File: src/rtl/fft_dit_ctrl_if.sv
// Control/address bundle between the radix-2 DIT FFT sequencer and its
// sample RAM, twiddle ROM and butterfly pipeline.
interface fft_dit_ctrl_if #(
    parameter int N_LOG2 = 4
);
    localparam int SW = $clog2(N_LOG2 + 1);

    logic              start;
    logic              hold;
    logic              busy;
    logic              done;
    logic [SW-1:0]     stage;
    logic              rd_en;
    logic [N_LOG2-1:0] rd_addr_a;
    logic [N_LOG2-1:0] rd_addr_b;
    logic [N_LOG2-2:0] tw_addr;
    logic              wr_en;
    logic [N_LOG2-1:0] wr_addr_a;
    logic [N_LOG2-1:0] wr_addr_b;

    modport master (
        output start, hold,
        input  busy, done, stage,
        input  rd_en, rd_addr_a, rd_addr_b, tw_addr,
        input  wr_en, wr_addr_a, wr_addr_b
    );

    modport slave (
        input  start, hold,
        output busy, done, stage,
        output rd_en, rd_addr_a, rd_addr_b, tw_addr,
        output wr_en, wr_addr_a, wr_addr_b
    );
endinterface

File: src/rtl/fft_dit_ctrl.sv
// In-place radix-2 DIT FFT sequencer: issues one butterfly read per cycle,
// replays the addresses as write-backs PIPE_LAT cycles later.
module fft_dit_ctrl #(
    parameter int N_LOG2   = 4,
    parameter int PIPE_LAT = 2
) (
    input logic            clk,
    input logic            rst,
    fft_dit_ctrl_if.slave  bus
);
    localparam int SW = $clog2(N_LOG2 + 1);
    localparam int BW = N_LOG2 - 1;
    localparam int DW = (PIPE_LAT > 1) ? $clog2(PIPE_LAT) : 1;

    typedef enum logic [1:0] {
        S_IDLE,
        S_ISSUE,
        S_DRAIN,
        S_DONE
    } state_t;

    state_t            r_state;
    logic [SW-1:0]     r_s;
    logic [BW-1:0]     r_b;
    logic [DW-1:0]     r_dcnt;
    logic [PIPE_LAT-1:0] r_dl_en;
    logic [N_LOG2-1:0] r_dl_a [PIPE_LAT];
    logic [N_LOG2-1:0] r_dl_b [PIPE_LAT];

    logic              w_issue;
    logic              w_rd_en;
    logic              w_last_b;
    logic              w_last_s;
    logic              w_drain_end;
    logic [BW-1:0]     w_jmask;
    logic [BW-1:0]     w_j;
    logic [BW-1:0]     w_g;
    logic [BW-1:0]     w_tw;
    logic [N_LOG2-1:0] w_h;
    logic [N_LOG2-1:0] w_a;
    logic [N_LOG2-1:0] w_b;

    assign w_issue     = (r_state == S_ISSUE);
    assign w_rd_en     = w_issue & ~bus.hold;
    assign w_last_b    = (r_b == {BW{1'b1}});
    assign w_last_s    = (r_s == SW'(N_LOG2 - 1));
    assign w_drain_end = (r_dcnt == DW'(PIPE_LAT - 1));

    // a = g*2h + j, b = a + h; bit s of a is always 0 so b = a | h
    always_comb begin
        w_jmask = ~({BW{1'b1}} << r_s);
        w_j     = r_b & w_jmask;
        w_g     = r_b >> r_s;
        w_h     = N_LOG2'(1) << r_s;
        w_a     = ({1'b0, w_g} << (r_s + 1'b1)) | {1'b0, w_j};
        w_b     = w_a | w_h;
        w_tw    = w_j << (SW'(BW) - r_s);
    end

    assign bus.busy      = (r_state == S_ISSUE) | (r_state == S_DRAIN);
    assign bus.done      = (r_state == S_DONE);
    assign bus.stage     = r_s;
    assign bus.rd_en     = w_rd_en;
    assign bus.rd_addr_a = w_issue ? w_a : '0;
    assign bus.rd_addr_b = w_issue ? w_b : '0;
    assign bus.tw_addr   = w_issue ? w_tw : '0;
    assign bus.wr_en     = r_dl_en[PIPE_LAT-1];
    assign bus.wr_addr_a = r_dl_a[PIPE_LAT-1];
    assign bus.wr_addr_b = r_dl_b[PIPE_LAT-1];

    always_ff @(posedge clk) begin
        if (rst) begin
            r_state <= S_IDLE;
            r_s     <= '0;
            r_b     <= '0;
            r_dcnt  <= '0;
            r_dl_en <= '0;
            for (int i = 0; i < PIPE_LAT; i++) begin
                r_dl_a[i] <= '0;
                r_dl_b[i] <= '0;
            end
        end else begin
            // write-back delay line never stalls
            r_dl_en[0] <= w_rd_en;
            r_dl_a[0]  <= w_issue ? w_a : '0;
            r_dl_b[0]  <= w_issue ? w_b : '0;
            for (int i = 1; i < PIPE_LAT; i++) begin
                r_dl_en[i] <= r_dl_en[i-1];
                r_dl_a[i]  <= r_dl_a[i-1];
                r_dl_b[i]  <= r_dl_b[i-1];
            end

            unique case (r_state)
                S_IDLE: begin
                    if (bus.start) begin
                        r_state <= S_ISSUE;
                        r_s     <= '0;
                        r_b     <= '0;
                    end
                end
                S_ISSUE: begin
                    if (!bus.hold) begin
                        if (w_last_b) begin
                            r_b     <= '0;
                            r_dcnt  <= '0;
                            r_state <= S_DRAIN;
                        end else begin
                            r_b <= r_b + 1'b1;
                        end
                    end
                end
                S_DRAIN: begin
                    if (w_drain_end) begin
                        r_dcnt <= '0;
                        if (w_last_s) begin
                            r_state <= S_DONE;
                            r_s     <= '0;
                        end else begin
                            r_state <= S_ISSUE;
                            r_s     <= r_s + 1'b1;
                        end
                    end else begin
                        r_dcnt <= r_dcnt + 1'b1;
                    end
                end
                S_DONE: begin
                    r_state <= bus.start ? S_ISSUE : S_IDLE;
                    r_s     <= '0;
                    r_b     <= '0;
                end
                default: r_state <= S_IDLE;
            endcase
        end
    end
endmodule

File: src/flat_wrapper.sv
// flat-port wrapper written by rule: the top's interface ports become plain ports
module fft_dit_ctrl_flat 
#(
    parameter int N_LOG2   = 4,
    parameter int PIPE_LAT = 2
)
  (clk, rst, bus_start, bus_hold, bus_busy, bus_done, bus_stage, bus_rd_en, bus_rd_addr_a, bus_rd_addr_b, bus_tw_addr, bus_wr_en, bus_wr_addr_a, bus_wr_addr_b);
  fft_dit_ctrl_if #(.N_LOG2(N_LOG2)) bus_i ();
  input logic clk;
  input logic rst;
  input wire logic [$bits(bus_i.start)-1:0] bus_start;
  input wire logic [$bits(bus_i.hold)-1:0] bus_hold;
  output wire logic [$bits(bus_i.busy)-1:0] bus_busy;
  output wire logic [$bits(bus_i.done)-1:0] bus_done;
  output wire logic [$bits(bus_i.stage)-1:0] bus_stage;
  output wire logic [$bits(bus_i.rd_en)-1:0] bus_rd_en;
  output wire logic [$bits(bus_i.rd_addr_a)-1:0] bus_rd_addr_a;
  output wire logic [$bits(bus_i.rd_addr_b)-1:0] bus_rd_addr_b;
  output wire logic [$bits(bus_i.tw_addr)-1:0] bus_tw_addr;
  output wire logic [$bits(bus_i.wr_en)-1:0] bus_wr_en;
  output wire logic [$bits(bus_i.wr_addr_a)-1:0] bus_wr_addr_a;
  output wire logic [$bits(bus_i.wr_addr_b)-1:0] bus_wr_addr_b;
  assign bus_i.start = bus_start;
  assign bus_i.hold = bus_hold;
  assign bus_busy = bus_i.busy;
  assign bus_done = bus_i.done;
  assign bus_stage = bus_i.stage;
  assign bus_rd_en = bus_i.rd_en;
  assign bus_rd_addr_a = bus_i.rd_addr_a;
  assign bus_rd_addr_b = bus_i.rd_addr_b;
  assign bus_tw_addr = bus_i.tw_addr;
  assign bus_wr_en = bus_i.wr_en;
  assign bus_wr_addr_a = bus_i.wr_addr_a;
  assign bus_wr_addr_b = bus_i.wr_addr_b;
  fft_dit_ctrl #(.N_LOG2(N_LOG2), .PIPE_LAT(PIPE_LAT)) u_core (.clk(clk), .rst(rst), .bus(bus_i));
endmodule
File: config.mk
export PLATFORM = sky130hd
export DESIGN_NAME = fft_dit_ctrl_flat
export DESIGN_NICKNAME = d
export VERILOG_FILES = /design/src/rtl/fft_dit_ctrl_if.sv /design/src/rtl/fft_dit_ctrl.sv /design/src/flat_wrapper.sv
export SDC_FILE = /design/constraint.sdc
export NUM_CORES = 1
export LEC_CHECK = 0
export CAP_MARGIN = 20
export CELL_PAD_IN_SITES_DETAIL_PLACEMENT = 1
export CELL_PAD_IN_SITES_GLOBAL_PLACEMENT = 1
export CORE_MARGIN = 2
export CORE_UTILIZATION = 34
export CTS_CLUSTER_DIAMETER = 100
export CTS_CLUSTER_SIZE = 40
export DETAILED_ROUTE_END_ITERATION = 16
export MAX_ROUTING_LAYER = met4
export PLACE_DENSITY = 0.71
export SLEW_MARGIN = 20
export SYNTH_ARGS = -nofsm -noshare
export SYNTH_HDL_FRONTEND = slang
export SYNTH_SLANG_ARGS = --single-unit
File: constraint.sdc
create_clock -name clk -period 2.15 [get_ports clk]
set_input_delay 0.43 -clock clk [delete_from_list [all_inputs] [get_ports clk]]
set_output_delay 0.43 -clock clk [all_outputs]
set_load 0.02 [all_outputs]
Word-level counts from Yosys, hierarchy flattened
Memory sizes are Yosys's and may differ from the RTL's.
Index checks and enable logic that the tools add are counted.
{ "word_totals": {"ramBits": 16, "word_cells": 72, "out_inout_bits": 26, "register_bits": 11, "memories": 2, "in_bits": 4} }
{ "op_classes": {"n_mux": 28, "reduce_logical": 8, "shift": 5, "n_eq_ne": 9, "addsub": 4, "bitwise_logic": 11} }
{ "mem_list": {"columns": ["name", "words", "word_bits", "rd", "rd_clocked_by_memory_dff", "wr", "line", "source"], "rows": [
  ["u_core.r_dl_a", 2, 4, 2, 0, 2, "fft_dit_ctrl.sv:27", "logic [N_LOG2-1:0] r_dl_a [PIPE_LAT];"],
  ["u_core.r_dl_b", 2, 4, 2, 0, 2, "fft_dit_ctrl.sv:28", "logic [N_LOG2-1:0] r_dl_b [PIPE_LAT];"]
]} }
{ "ops": {"columns": ["operator", "n"], "rows": [
  ["2-to-1 mux 4 bit", 6],
  ["2-to-1 mux 3 bit", 6],
  ["case mux 3 bit (3 select lines)", 2],
  ["2-to-1 mux 2 bit", 5],
  ["AND reduction 3 bit", 3],
  ["case mux 2 bit (4 select lines)", 1],
  ["2-to-1 mux 1 bit", 7],
  ["adder 3 x 1 -> 3 bit, second input constant", 2],
  ["inequality test 2 bit, second input constant", 3],
  ["nonzero test 3 bit", 2],
  ["OR 1 bit", 5],
  ["== test 2 bit, second input constant", 2],
  ["OR 4 x 3 -> 4 bit", 1],
  ["OR 4 bit", 1],
  ["AND reduction 4 bit", 1],
  ["left shift 1 x 3 -> 4 bit, first input constant", 1],
  ["left shift 3 x 3 -> 4 bit", 1],
  ["AND 3 bit", 1],
  ["== test 3 x 2 -> 1 bit, second input constant", 1],
  ["== test 3 bit, second input constant", 1],
  ["NOT 3 bit", 1],
  ["left shift 3 x 3 -> 3 bit", 1],
  ["left shift 3 x 3 -> 3 bit, first input constant", 1],
  [">> shifter 3 x 3 -> 3 bit", 1],
  ["other kinds (9)", 9]
]} }

Longest topological paths before layout
Gate-level depths: netlist (run 1).
{ "logic_depth": {"word_depth": 7, "mapped_depth": 8, "ltp_nobuf": 7} }

Least setup slack after synthesis (run 1)
OpenSTA, ideal clock, no wires.
{ "synth_timing": {"path_kind": "register to output", "start": "register u_core.r_s[0], in the netlist u_core.bus.stage[0]", "end": "output bus_tw_addr[2]", "n_path_buf": 1, "required_ns": 1.720, "slack_ns": -0.394, "stages_incl_launch_ff": 8, "arrival_time_ns": 2.114, "path_cell_list": "dfxtp_1 buf_2 inv_1 ha_1 inv_1 o21ai_0 o211a_1 nor4_1"} }
{ "synth_between": {"elab_chain_len": 5, "elab_cells_between_ends": 6, "classes_between": "add/sub (1); shift (2); mux (1); bitwise (2)"} }
{ "synth_rtl": {"columns": ["item", "line", "source"], "rows": [
  ["start, declared", "fft_dit_ctrl.sv:23", "logic [SW-1:0] r_s;"],
  ["start signal, assigned", "fft_dit_ctrl.sv:120", "r_s <= r_s + 1'b1;"],
  ["left shift 3 x 3 -> 3 bit", "fft_dit_ctrl.sv:51", "w_jmask = ~({BW{1'b1}} << r_s);"],
  ["NOT 3 bit", "fft_dit_ctrl.sv:51", null],
  ["AND 3 bit", "fft_dit_ctrl.sv:52", "w_j = r_b & w_jmask;"],
  ["left shift 3 x 3 -> 3 bit *", "fft_dit_ctrl.sv:57", "w_tw = w_j << (SW'(BW) - r_s);"],
  ["2-to-1 mux 3 bit *", "fft_dit_ctrl.sv:66", "assign bus.tw_addr = w_issue ? w_tw : '0;"],
  ["end, declared", "flat_wrapper.sv:19", "output wire logic [$bits(bus_i.tw_addr)-1:0] bus_tw_addr;"]
]} }
Every way passes the cells marked *; elsewhere a longest branch is shown, timed or not.

Worst setup path in the final report (run 1)
{ "layout_timing": {"start": "register u_core.r_s[0], in the netlist u_core.bus.stage[0]", "end": "output bus_rd_addr_b[1]"} }
{ "layout_between": {"elab_chain_len": 6, "elab_cells_between_ends": 10, "classes_between": "add/sub (1); shift (4); mux (1); bitwise (4)"} }
{ "layout_rtl": {"columns": ["item", "line", "source"], "rows": [
  ["parallel branches: the longest is 4 deep, another holds adder 3 x 1 -> 3 bit", null, null],
  ["OR 4 bit *", "fft_dit_ctrl.sv:56", "w_b = w_a | w_h;"],
  ["2-to-1 mux 4 bit *", "fft_dit_ctrl.sv:65", "assign bus.rd_addr_b = w_issue ? w_b : '0;"],
  ["end, declared", "flat_wrapper.sv:18", "output wire logic [$bits(bus_i.rd_addr_b)-1:0] bus_rd_addr_b;"]
]} }
Mark *: on every way between the ends.

==> results.ini, run 1 <==
[placement]
hpwl_um = 2780
dp_slack_ns = -0.590
io_buffers = 29
routabilityCongestion = 0.871

[layout]
final_common_cell = buf_4
nets = 219
multi_input_area_um2 = 888
final_cell_mix = buf_4 (25), dfxtp_1 (24), clkdlybuf4s50_1 (16), nor2b_1 (13)
utilization_pct = 52.1
regArea_um2 = 552
diodes = 0
num-fill-cells = 461
areaGrowthSynthToFinish_pct = 46.6
drive_above_1_share_pct = 37.8

[critical_path]
reg2regPathDepth = 7
crit_chain = ha_4, inv_2, ha_4, or3_4, o311a_4, a21oi_4, buf_6
crit_path_frequent_cell = ha_4
critPathBufInv = 2
crit_fanout = 3
critPathMaxStageDelay_ns = 0.40
required_ns = 1.72
cp-end-kind = primary output
start_kind = flip-flop
crit_path_end = bus_rd_addr_b[1]
cp-startpoint = u_core.bus.stage[0]$_SDFFE_PP0P_
r2r_start = u_core.bus.stage[0]$_SDFFE_PP0P_
crit_arrival_ns = 2.04
worstSetupPathDepth = 7
reg2reg_slack_ns = 0.29
critPathKind = reg2out
r2r-end = u_core.r_dl_b[0][1]$_SDFF_PP0_
crit_slowest_cell = o311a_4
crit_family = compound AO/OA/AOI/OAI gates

[cts]
cts_buffers = 3
htree_levels = 1
cts.sinks = 27
cts_tree = yes
ctsHoldBuffers = 0
clock_latency_ns = 0.27
cts.clk_slew.worst_paths_ns = 0.09
root_buffer = clkbuf_8
cts.path.max_buffers = 2

[pwr]
p_leak_nw = 0.820
cellPowerDensity_nw_per_um2 = 775
p_int_w = 0.00100
power_frac_comb_pct = 46.9
peakVddDrop_mv = 0.428
p_seq_share_pct = 35.0
pwr-share-clk_pct = 18.1
finalPower_w = 0.00161
power.switching_w = 0.000611
swShare_pct = 37.9

[detailed_routing]
remaining_drc_errors = 0
wl_per_cell_um = 14.9
routed_wl_um = 3750
drt-initial-drc-count = 77
via_per_inst = 4.94
first_pass_iters = 4
dr_total_vias = 1241
postRouteAntennaNets = 0

[synth]
synthAdderAreaFrac_pct = 11.4
ys_seq_elements = 27
syn_avg_cell_area_um2 = 9.11
synthXorXnorAreaFrac_pct = 0.616
synth_nets = 173
synth_edf_count = 0
muxShareOfSynthArea_pct = 2.11
synthSimpleGateAreaFrac_pct = 23.2
async_flop_share_pct = 0
synth_top_family_by_area = simple AND/OR/NAND/NOR gates
synth_area_um2 = 1420
yosysWarnings = 0
synth_cells = 156
synth_seq_area_share_pct = 38.0
ys_types = 38
synth_compound_area_share_pct = 14.6
ys.flop_type = dfxtp_1

[timing]
hold_slack_ns = 0.445
worst_pin_slew_ns = 0.396
fin_skew_ns = 0.00181
fin_crit_ns = 2.47
fmax_mhz = 404
relSlewSlack_pct = 73.5
final.setup.worst_slack_ns = -0.324
rsz0062_at_grt = true
finalHoldViolCount = 0
final_max_slew_viol_count = 0
post-route-period-util_pct = 115
fin_tns_setup_ns = -2.20
setup_violations = 11

[grt]
grt_pass1_wl_um = 5930
overflow = 0
grt_antenna_before_repair = 0
grt_max_degree = 19
groute.usage.overall_pct = 17.6
grt_pass1_vias = 1272

[floorplan]
die_x_um = 68.7
core_region_area_um2 = 4000
ios = 30
start_util_pct = 35.5
die_area_um2 = 4710
die_h_um = 68.7
rows = 23

[status]
status = finished, violations left
failed_checks = negative setup slack

[flow_run]
maxCapViolCount = 0

[worst_hold_path]
min_path_type = reg2reg

## worst min path at each step
| stage | from | end | slack [ns] | cells after the start |
|---|---|---|---|---|
| 2_1_floorplan | u_core.r_dl_a[0][0]$_SDFF_PP0_ | u_core.r_dl_a[0][4]$_SDFF_PP0_ | 0.41 | 1 |
| 3_3_place_gp | u_core.r_dl_b[0][3]$_SDFF_PP0_ | u_core.r_dl_b[0][7]$_SDFF_PP0_ | 0.42 | 1 |
| 3_5_place_dp | u_core.r_dl_a[0][1]$_SDFF_PP0_ | u_core.r_dl_a[0][5]$_SDFF_PP0_ | 0.43 | 1 |
| 4_1_cts | u_core.r_dl_a[0][1]$_SDFF_PP0_ | u_core.r_dl_a[0][5]$_SDFF_PP0_ | 0.45 | 1 |
| 5_1_grt | u_core.r_dl_b[0][0]$_SDFF_PP0_ | u_core.r_dl_b[0][4]$_SDFF_PP0_ | 0.46 | 1 |
| 6_report | u_core.r_dl_b[0][2]$_SDFF_PP0_ | u_core.r_dl_b[0][6]$_SDFF_PP0_ | 0.44 | 1 |
## cells in the mapped netlist (2+ instances only)
cell type	n	share of area [%]
a211oi_2	2	1.8
a21oi_1	13	4.6
and2_1	2	0.88
buf_2	2	0.70
buf_4	8	4.2
buf_6	3	2.4
dfxtp_1	27	38
ha_1	13	11
inv_1	8	2.1
mux2i_1	3	2.1
nand2_1	5	1.3
nand2b_1	6	2.6
nand3_1	5	1.8
nand4_1	3	1.3
nor2_1	15	4.0
nor2b_1	14	6.2
nor3_1	3	1.1
o21ai_0	4	1.4
## cell type report
class                   count  share of cell area, %
flip-flops and latches     27                   26.5
well taps                  50                   3.00
multi-input cells         106                   42.6
clock buffers               3                   1.98
repair buffers             56                   24.0
inverters                   8                   1.62
clock inverters             1                  0.240
## per-stage QoR
stage,cells,area [um2]
6_report,251,2080
5_1_grt,251,2080
4_1_cts,250,2040
3_5_place_dp,246,1930
3_3_place_gp,246,1930
2_1_floorplan,156,1500
## routing by layer
| metal | vias to the layer above | share of wire [%] | wire length, um | global-route usage (%) |
|---|---|---|---|---|
| li1 | 611 | - | - | - |
| met1 | 605 | 43 | 1600 | 19.4 |
| met2 | 19 | 53 | 1990 | 32.3 |
| met3 | 6 | 2.8 | 105 | 2.60 |
| met4 | 0 | 1.3 | 49 | 5.25 |
| met5 | - | 0 | 0 | - |
## power groups by stage
stage                     logic (W)  registers (W)  clock network, W
after floorplan            0.000452       0.000585                 0
after global placement     0.000670       0.000572                 0
after detailed placement   0.000700       0.000575                 0
after CTS                  0.000713       0.000566          0.000304
after global routing       0.000825       0.000570          0.000326
final                      0.000757       0.000566          0.000292
## repair_timing
action,in CTS,in global routing
gates resized for setup,77,13
hold endpoints to repair,0,0
endpoints found under the setup margin,13,12
pin swaps,4,1
setup buffers,0,1
## kinds of logic (layout without fill, tap and decap cells)
kind of cell    count (synthesis)  after routing
buf+inv                        23             68
compound gates                 29             29
mux                             3              3
flops                          27             27
xor+xnor                        1              1
fa+ha+maj                      13             13
simple gates                   60             60
## state kept, by name, summed over array words and instances, names as in the netlist
register / cells
u_core.bus.stage: 3
u_core.r_b: 3
u_core.r_dcnt: 1
u_core.r_dl_a: 8
u_core.r_dl_b: 8
u_core.r_dl_en: 2
u_core.r_state: 2
No activity file was read; power rests on OpenSTA's default activity.
==> inputs of run 2 (changes only) <==
Settings changed: CORE_MARGIN 2 to 1.
==> run 2 against run 1 <==
The flow still finishes with violations (negative setup slack). Core utilization rose by 3.9 points. Total power rose by 3.7%. Hold slack improved by 0.00090 ns. Fmax rose by 0.51%. Cell count rose by 6.4%. Sequential cell count did not move. Critical path depth did not move. Die area fell by 5.7%. Clock-buffer cell count did not move. Clock power rose by 7%. Sequential share of layout area fell by 1.8 points. Critical endpoint unchanged. Largest cell class unchanged.
==> results.ini, run 2 (synthesis results as in run 1) <==
[status]
status = finished, violations left  ; unchanged
failed_checks = negative setup slack  ; unchanged

[timing]
final_max_slew_viol_count = 0  ; unchanged
fmax_mhz = 406  ; was 404 MHz
worst_pin_slew_ns = 0.415  ; was 0.396 ns
finalHoldViolCount = 0  ; unchanged
relSlewSlack_pct = 72.3  ; was 73.5%
post-route-period-util_pct = 114  ; was 115%
final.setup.worst_slack_ns = -0.312  ; was -0.324 ns
fin_tns_setup_ns = -1.92  ; was -2.20 ns
fin_crit_ns = 2.46  ; was 2.47 ns
hold_slack_ns = 0.446  ; was 0.445 ns
fin_skew_ns = 0.0118  ; was 0.00181 ns
rsz0062_at_grt = true  ; unchanged
setup_violations = 9  ; was 11

[critical_path]
cp-startpoint = u_core.bus.stage[0]$_SDFFE_PP0P_  ; unchanged
critPathKind = reg2out  ; unchanged
required_ns = 1.72  ; about the same
cp-end-kind = primary output  ; unchanged
r2r_start = u_core.bus.stage[0]$_SDFFE_PP0P_  ; unchanged
crit_fanout = 3  ; unchanged
start_kind = flip-flop  ; unchanged
crit_arrival_ns = 2.03  ; was 2.04 ns

[floorplan]
core_region_area_um2 = 4000  ; unchanged
die_x_um = 66.7  ; was 68.7 um
ios = 30  ; unchanged
die_h_um = 66.7  ; was 68.7 um
rows = 23  ; unchanged
start_util_pct = 35.5  ; unchanged
die_area_um2 = 4440  ; was 4710 um2

[cts]
htree_levels = 1  ; unchanged
clock_latency_ns = 0.29  ; was 0.27 ns
root_buffer = clkbuf_8  ; unchanged
cts.sinks = 27  ; unchanged
cts.clk_slew.worst_paths_ns = 0.11  ; was 0.09 ns
cts_tree = yes  ; unchanged
cts.path.max_buffers = 2  ; unchanged
cts_buffers = 3  ; unchanged

[detailed_routing]
postRouteAntennaNets = 0  ; unchanged
drt-initial-drc-count = 36  ; was 77
wl_per_cell_um = 16.3  ; was 14.9 um
routed_wl_um = 4340  ; was 3750 um
remaining_drc_errors = 0  ; unchanged
dr_total_vias = 1325  ; was 1,241
via_per_inst = 4.96  ; was 4.94
first_pass_iters = 4  ; unchanged

[layout]
final_common_cell = buf_4  ; unchanged
diodes = 0  ; unchanged
reg.largest.list = u_core.r_dl_a x8, u_core.r_dl_b x8  ; unchanged
utilization_pct = 56.0  ; was 52.1%
drive_above_1_share_pct = 45.2  ; was 37.8%
nets = 235  ; was 219
areaGrowthSynthToFinish_pct = 57.5  ; was 46.6%
final_cell_mix = buf_4 (39), dfxtp_1 (24), clkdlybuf4s50_1 (15), buf_6 (14), nor2b_1 (12)  ; was buf_4 (25), dfxtp_1 (24), clkdlybuf4s50_1 (16), nor2b_1 (13)

[grt]
grt_max_degree = 19  ; unchanged
grt_pass1_wl_um = 6590  ; was 5930 um
use_met3_pct = 4.28  ; was 2.60%
overflow = 0  ; unchanged
grt_pass1_vias = 1361  ; was 1,272
grt_use_met1_pct = 22.1  ; was 19.4%
use_met2_pct = 37.2  ; was 32.3%
top_usage_layer = met2  ; unchanged
grt_antenna_before_repair = 0  ; unchanged
groute.usage.overall_pct = 20.9  ; was 17.6%

[placement]
io_buffers = 29  ; unchanged
routabilityCongestion = 0.840  ; was 0.871
hpwl_um = 2760  ; was 2780 um
dp_slack_ns = -0.596  ; was -0.590 ns

[pwr]
peakVddDrop_mv = 0.600  ; was 0.428 mV
p_leak_nw = 0.921  ; was 0.820 nW
cellPowerDensity_nw_per_um2 = 748  ; was 775 nW/um2

[flow_run]
maxCapViolCount = 0  ; unchanged

[worst_hold_path]
min_path_type = reg2reg  ; unchanged
min_from = u_core.r_dl_b[0][1]$_SDFF_PP0_  ; was u_core.r_dl_b[0][2]$_SDFF_PP0_

-- run 2: cell types whose count changed in the layout (fill, tap and decap cells not counted), sizes merged --
cell | before | now
buf | 38 | 54
clkbuf | 3 | 4
clkdlybuf4s15 | 1 | 0
clkdlybuf4s50 | 16 | 15
clkinv | 1 | 0
dlymetal6s2s | 0 | 1
inv | 7 | 8
-- run 2: final timing paths --
path,to,slack (ns),depth (start not counted)
setup reg to reg,u_core.r_dl_a[0][0]$_SDFF_PP0_,0.16,11
hold reg to reg,u_core.r_dl_b[0][5]$_SDFF_PP0_,0.45,1
hold / removal,u_core.r_dl_b[0][5]$_SDFF_PP0_,0.45,1
setup / recovery,bus_rd_addr_b[1],-0.31,7
-- run 2: stage by stage --
| step | area [um2] | power [W] | std cells |
|---|---|---|---|
| 2_1_floorplan | 1500 | 0.00104 | 156 |
| 3_3_place_gp | 1930 | 0.00124 | 245 |
| 3_5_place_dp | 1930 | 0.00127 | 245 |
| 4_1_cts | 2120 | 0.00162 | 256 |
| 5_1_grt | 2240 | 0.00176 | 267 |
| 6_report | 2240 | 0.00167 | 267 |
-- run 2: layer usage --
metal / up-vias / part of all wire [%] / wire, um
li1: 639 / - / -
met1: 649 / 40 / 1760
met2: 29 / 55 / 2380
met3: 8 / 3.0 / 130
met4: 0 / 1.8 / 78
met5: - / 0 / 0
-- run 2: final cells by class --
cell class | count | area (um2)
clock buffer | 3 | 41.3
inverter | 8 | 41.3
tap | 50 | 62.6
sequential | 27 | 552
multi-input combinational | 106 | 903
timing repair buffer | 72 | 632
clock inverter | 1 | 6.26
fill | 458 | 1760
-- run 2: what timing repair did --
item | CTS | global route
pin swaps | 9 | 11
gates cloned | 0 | 0
gates resized for setup | 91 | 19
setup endpoints to repair | 13 | 12
hold buffers | 0 | 0
buffers inserted | 8 | 13
-- run 2: worst max-delay path: stages, from the launching register on --
cell and delay (ns):
dfxtp_4 0.37, ha_4 0.16, inv_2 0.06, ha_4 0.20, or3_4 0.34, o311a_4 0.36
a21oi_4 0.13, buf_6 0.13
-- run 2: power breakdown --
part | internal [W] | leakage [nW] | switching, W | total (W)
Sequential | 0.000541 | 0.221 | 0.0000244 | 0.000566
Combinational | 0.000355 | 0.674 | 0.000442 | 0.000797
Clock | 0.000133 | 0.0260 | 0.000178 | 0.000311
Total | 0.00103 | 0.921 | 0.000644 | 0.00167
==> inputs of run 3 (changes only) <==
Settings changed: RECOVER_POWER set to 50.
==> run 3 against run 2 <==
The flow still finishes with violations (negative setup slack). Critical path depth stayed put. Non-clock buffer count stayed put. Clock-buffer cell count unchanged. Die area stayed put. Setup slack got worse by 0.0013 ns. Register-to-register slack about the same. Combinational power fell by 3%. Fmax hardly changed. Cell count stayed put. Sequential cell count unchanged. Sequential share of layout area grew 0.24 points. Critical endpoint unchanged.
==> results.ini, run 3 (synthesis results as in run 1) <==
[floorplan]
ios = 30  ; unchanged
die_x_um = 66.7  ; unchanged
start_util_pct = 35.5  ; unchanged
die_area_um2 = 4440  ; unchanged
die_h_um = 66.7  ; unchanged
core_region_area_um2 = 4000  ; unchanged
rows = 23  ; unchanged

[worst_hold_path]
whs_path_depth = 1  ; unchanged
min_path_type = reg2reg  ; unchanged
hold_path_end = u_core.r_dl_b[0][5]$_SDFF_PP0_  ; unchanged
min_from = u_core.r_dl_b[0][1]$_SDFF_PP0_  ; unchanged

[timing]
fin_tns_setup_ns = -1.98  ; was -1.92 ns
worst_pin_slew_ns = 0.859  ; was 0.415 ns
fin_skew_ns = 0.0128  ; was 0.0118 ns
relSlewSlack_pct = 42.7  ; was 72.3%
post-route-period-util_pct = 115  ; was 114%
fin_crit_ns = 2.46  ; about the same
fmax_mhz = 406  ; about the same
setup_violations = 10  ; was 9
final_max_slew_viol_count = 0  ; unchanged
rsz0062_at_grt = true  ; unchanged
final.setup.worst_slack_ns = -0.313  ; was -0.312 ns
finalHoldViolCount = 0  ; unchanged

[cts]
htree_levels = 1  ; unchanged
cts.clk_slew.worst_paths_ns = 0.11  ; about the same
cts.sinks = 27  ; unchanged
cts_tree = yes  ; unchanged
cts.path.max_buffers = 2  ; unchanged
clock_latency_ns = 0.29  ; about the same
root_buffer = clkbuf_8  ; unchanged
cts_buffers = 3  ; unchanged

[critical_path]
cp-end-kind = primary output  ; unchanged
crit_arrival_ns = 2.03  ; about the same
critPathKind = reg2out  ; unchanged
r2r-end = u_core.r_dl_a[0][0]$_SDFF_PP0_  ; unchanged
reg2reg_slack_ns = 0.15  ; was 0.16 ns
r2r_start = u_core.bus.stage[0]$_SDFFE_PP0P_  ; unchanged
crit_fanout = 3  ; unchanged
start_kind = flip-flop  ; unchanged
reg2regPathDepth = 11  ; unchanged
cp-startpoint = u_core.bus.stage[0]$_SDFFE_PP0P_  ; unchanged
required_ns = 1.72  ; about the same

[pwr]
swShare_pct = 38.8  ; was 38.5%
cellPowerDensity_nw_per_um2 = 747  ; was 748 nW/um2
power_frac_comb_pct = 46.9  ; was 47.6%
finalPower_w = 0.00166  ; was 0.00167 W
p_seq_share_pct = 34.2  ; was 33.8%
power.switching_w = 0.000641  ; was 0.000644 W
peakVddDrop_mv = 0.601  ; was 0.600 mV
p_leak_nw = 0.923  ; was 0.921 nW
pwr-share-clk_pct = 18.9  ; was 18.6%
p_int_w = 0.00101  ; was 0.00103 W

[placement]
place_inst = 245  ; unchanged
io_buffers = 29  ; unchanged
hpwl_um = 2760  ; unchanged
routabilityCongestion = 0.840  ; unchanged

[detailed_routing]
remaining_drc_errors = 0  ; unchanged
drt-initial-drc-count = 31  ; was 36
wl_per_cell_um = 16.3  ; about the same
via_per_inst = 4.92  ; was 4.96
routed_wl_um = 4350  ; was 4340 um
dr_total_vias = 1314  ; was 1,325
first_pass_iters = 4  ; unchanged
postRouteAntennaNets = 0  ; unchanged

[status]
status = finished, violations left  ; unchanged
failed_checks = negative setup slack  ; unchanged

[layout]
final_cell_mix = buf_4 (37), dfxtp_1 (24), buf_6 (14), nor2b_1 (12), a21oi_1 (11)  ; was buf_4 (39), dfxtp_1 (24), clkdlybuf4s50_1 (15), buf_6 (14), nor2b_1 (12)
diodes = 0  ; unchanged
final_cells = 267  ; unchanged
num-fill-cells = 460  ; was 458
areaGrowthSynthToFinish_pct = 56.0  ; was 57.5%
drive_above_1_share_pct = 43.8  ; was 45.2%
reg.largest.list = u_core.r_dl_a x8, u_core.r_dl_b x8  ; unchanged
final_common_cell = buf_4  ; unchanged
nets = 235  ; unchanged

[grt]
grt_antenna_before_repair = 0  ; unchanged
grt_max_degree = 19  ; unchanged
groute.usage.overall_pct = 20.9  ; unchanged
grt_pass1_wl_um = 6590  ; unchanged
grt_pass1_vias = 1361  ; unchanged
overflow = 0  ; unchanged

[flow_run]
maxCapViolCount = 0  ; unchanged

[run 3: cell types whose count changed in the layout (fill, tap and decap cells not counted), sizes merged]
cell,before,now
buf,54,52
clkbuf,4,7
clkdlybuf4s50,15,5
dlygate4sd3,0,10
dlymetal6s2s,1,0
[run 3: timing repair]
action,4_1_cts,5_1_grt
buffers inserted,8,13
pin swaps,9,11
endpoints found under the setup margin,13,12
hold buffers,0,0
resized for setup,91,19
[run 3: power by group through the flow]
stage	Clock [W]	Combinational, W	Sequential, W
after global routing	0.000338	0.000835	0.000568
after detailed placement	0	0.000694	0.000576
final	0.000313	0.000777	0.000565
after global placement	0	0.000669	0.000572
after CTS	0.000321	0.000733	0.000566
after floorplan	0	0.000452	0.000585
[run 3: worst max path at each step]
stage                  endpoint  slack, ns  cells past startpoint
6_report       bus_rd_addr_b[1]      -0.31                      7
5_1_grt        bus_rd_addr_b[1]      -0.34                      7
4_1_cts        bus_rd_addr_b[1]      -0.31                      7
3_5_place_dp   bus_rd_addr_b[2]      -0.60                      8
3_3_place_gp   bus_rd_addr_b[1]      -0.51                      7
2_1_floorplan  bus_rd_addr_b[1]      -0.02                      5
[run 3: worst max-delay path, cell delays in order, from the launching register on]
cell and delay [ns]:
dfxtp_4 0.37, ha_4 0.16, inv_2 0.06, ha_4 0.20
or3_4 0.34, o311a_4 0.36, a21oi_4 0.13, buf_6 0.13
[run 3: per-stage QoR]
stage	util (%)	hold WS [ns]	setup slack (ns)	instance area, um2
after floorplan	-	0.414	-0.0220	1500
after global placement	48.1	0.416	-0.506	1930
after detailed placement	48.1	0.428	-0.596	1930
after CTS	53.0	0.451	-0.307	2120
after global routing	55.4	0.459	-0.341	2220
final	55.4	0.446	-0.313	2220
[run 3: final cells by class]
type	instances	area [um2]	share of cell area, %
multi-input cells	106	898	40.5
clock buffers	3	41.3	1.86
inverters	8	41.3	1.86
flip-flops and latches	27	552	24.9
repair buffers	72	616	27.8
well taps	50	62.6	2.82
clock inverters	1	6.26	0.282
[run 3: metal layers]
layer	vias to the layer above	track usage, %	part of all wire (%)
li1	640	-	-
met1	638	22.1	41
met2	28	37.2	54
met3	8	4.28	2.8
met4	0	9.04	1.9
met5	-	-	0
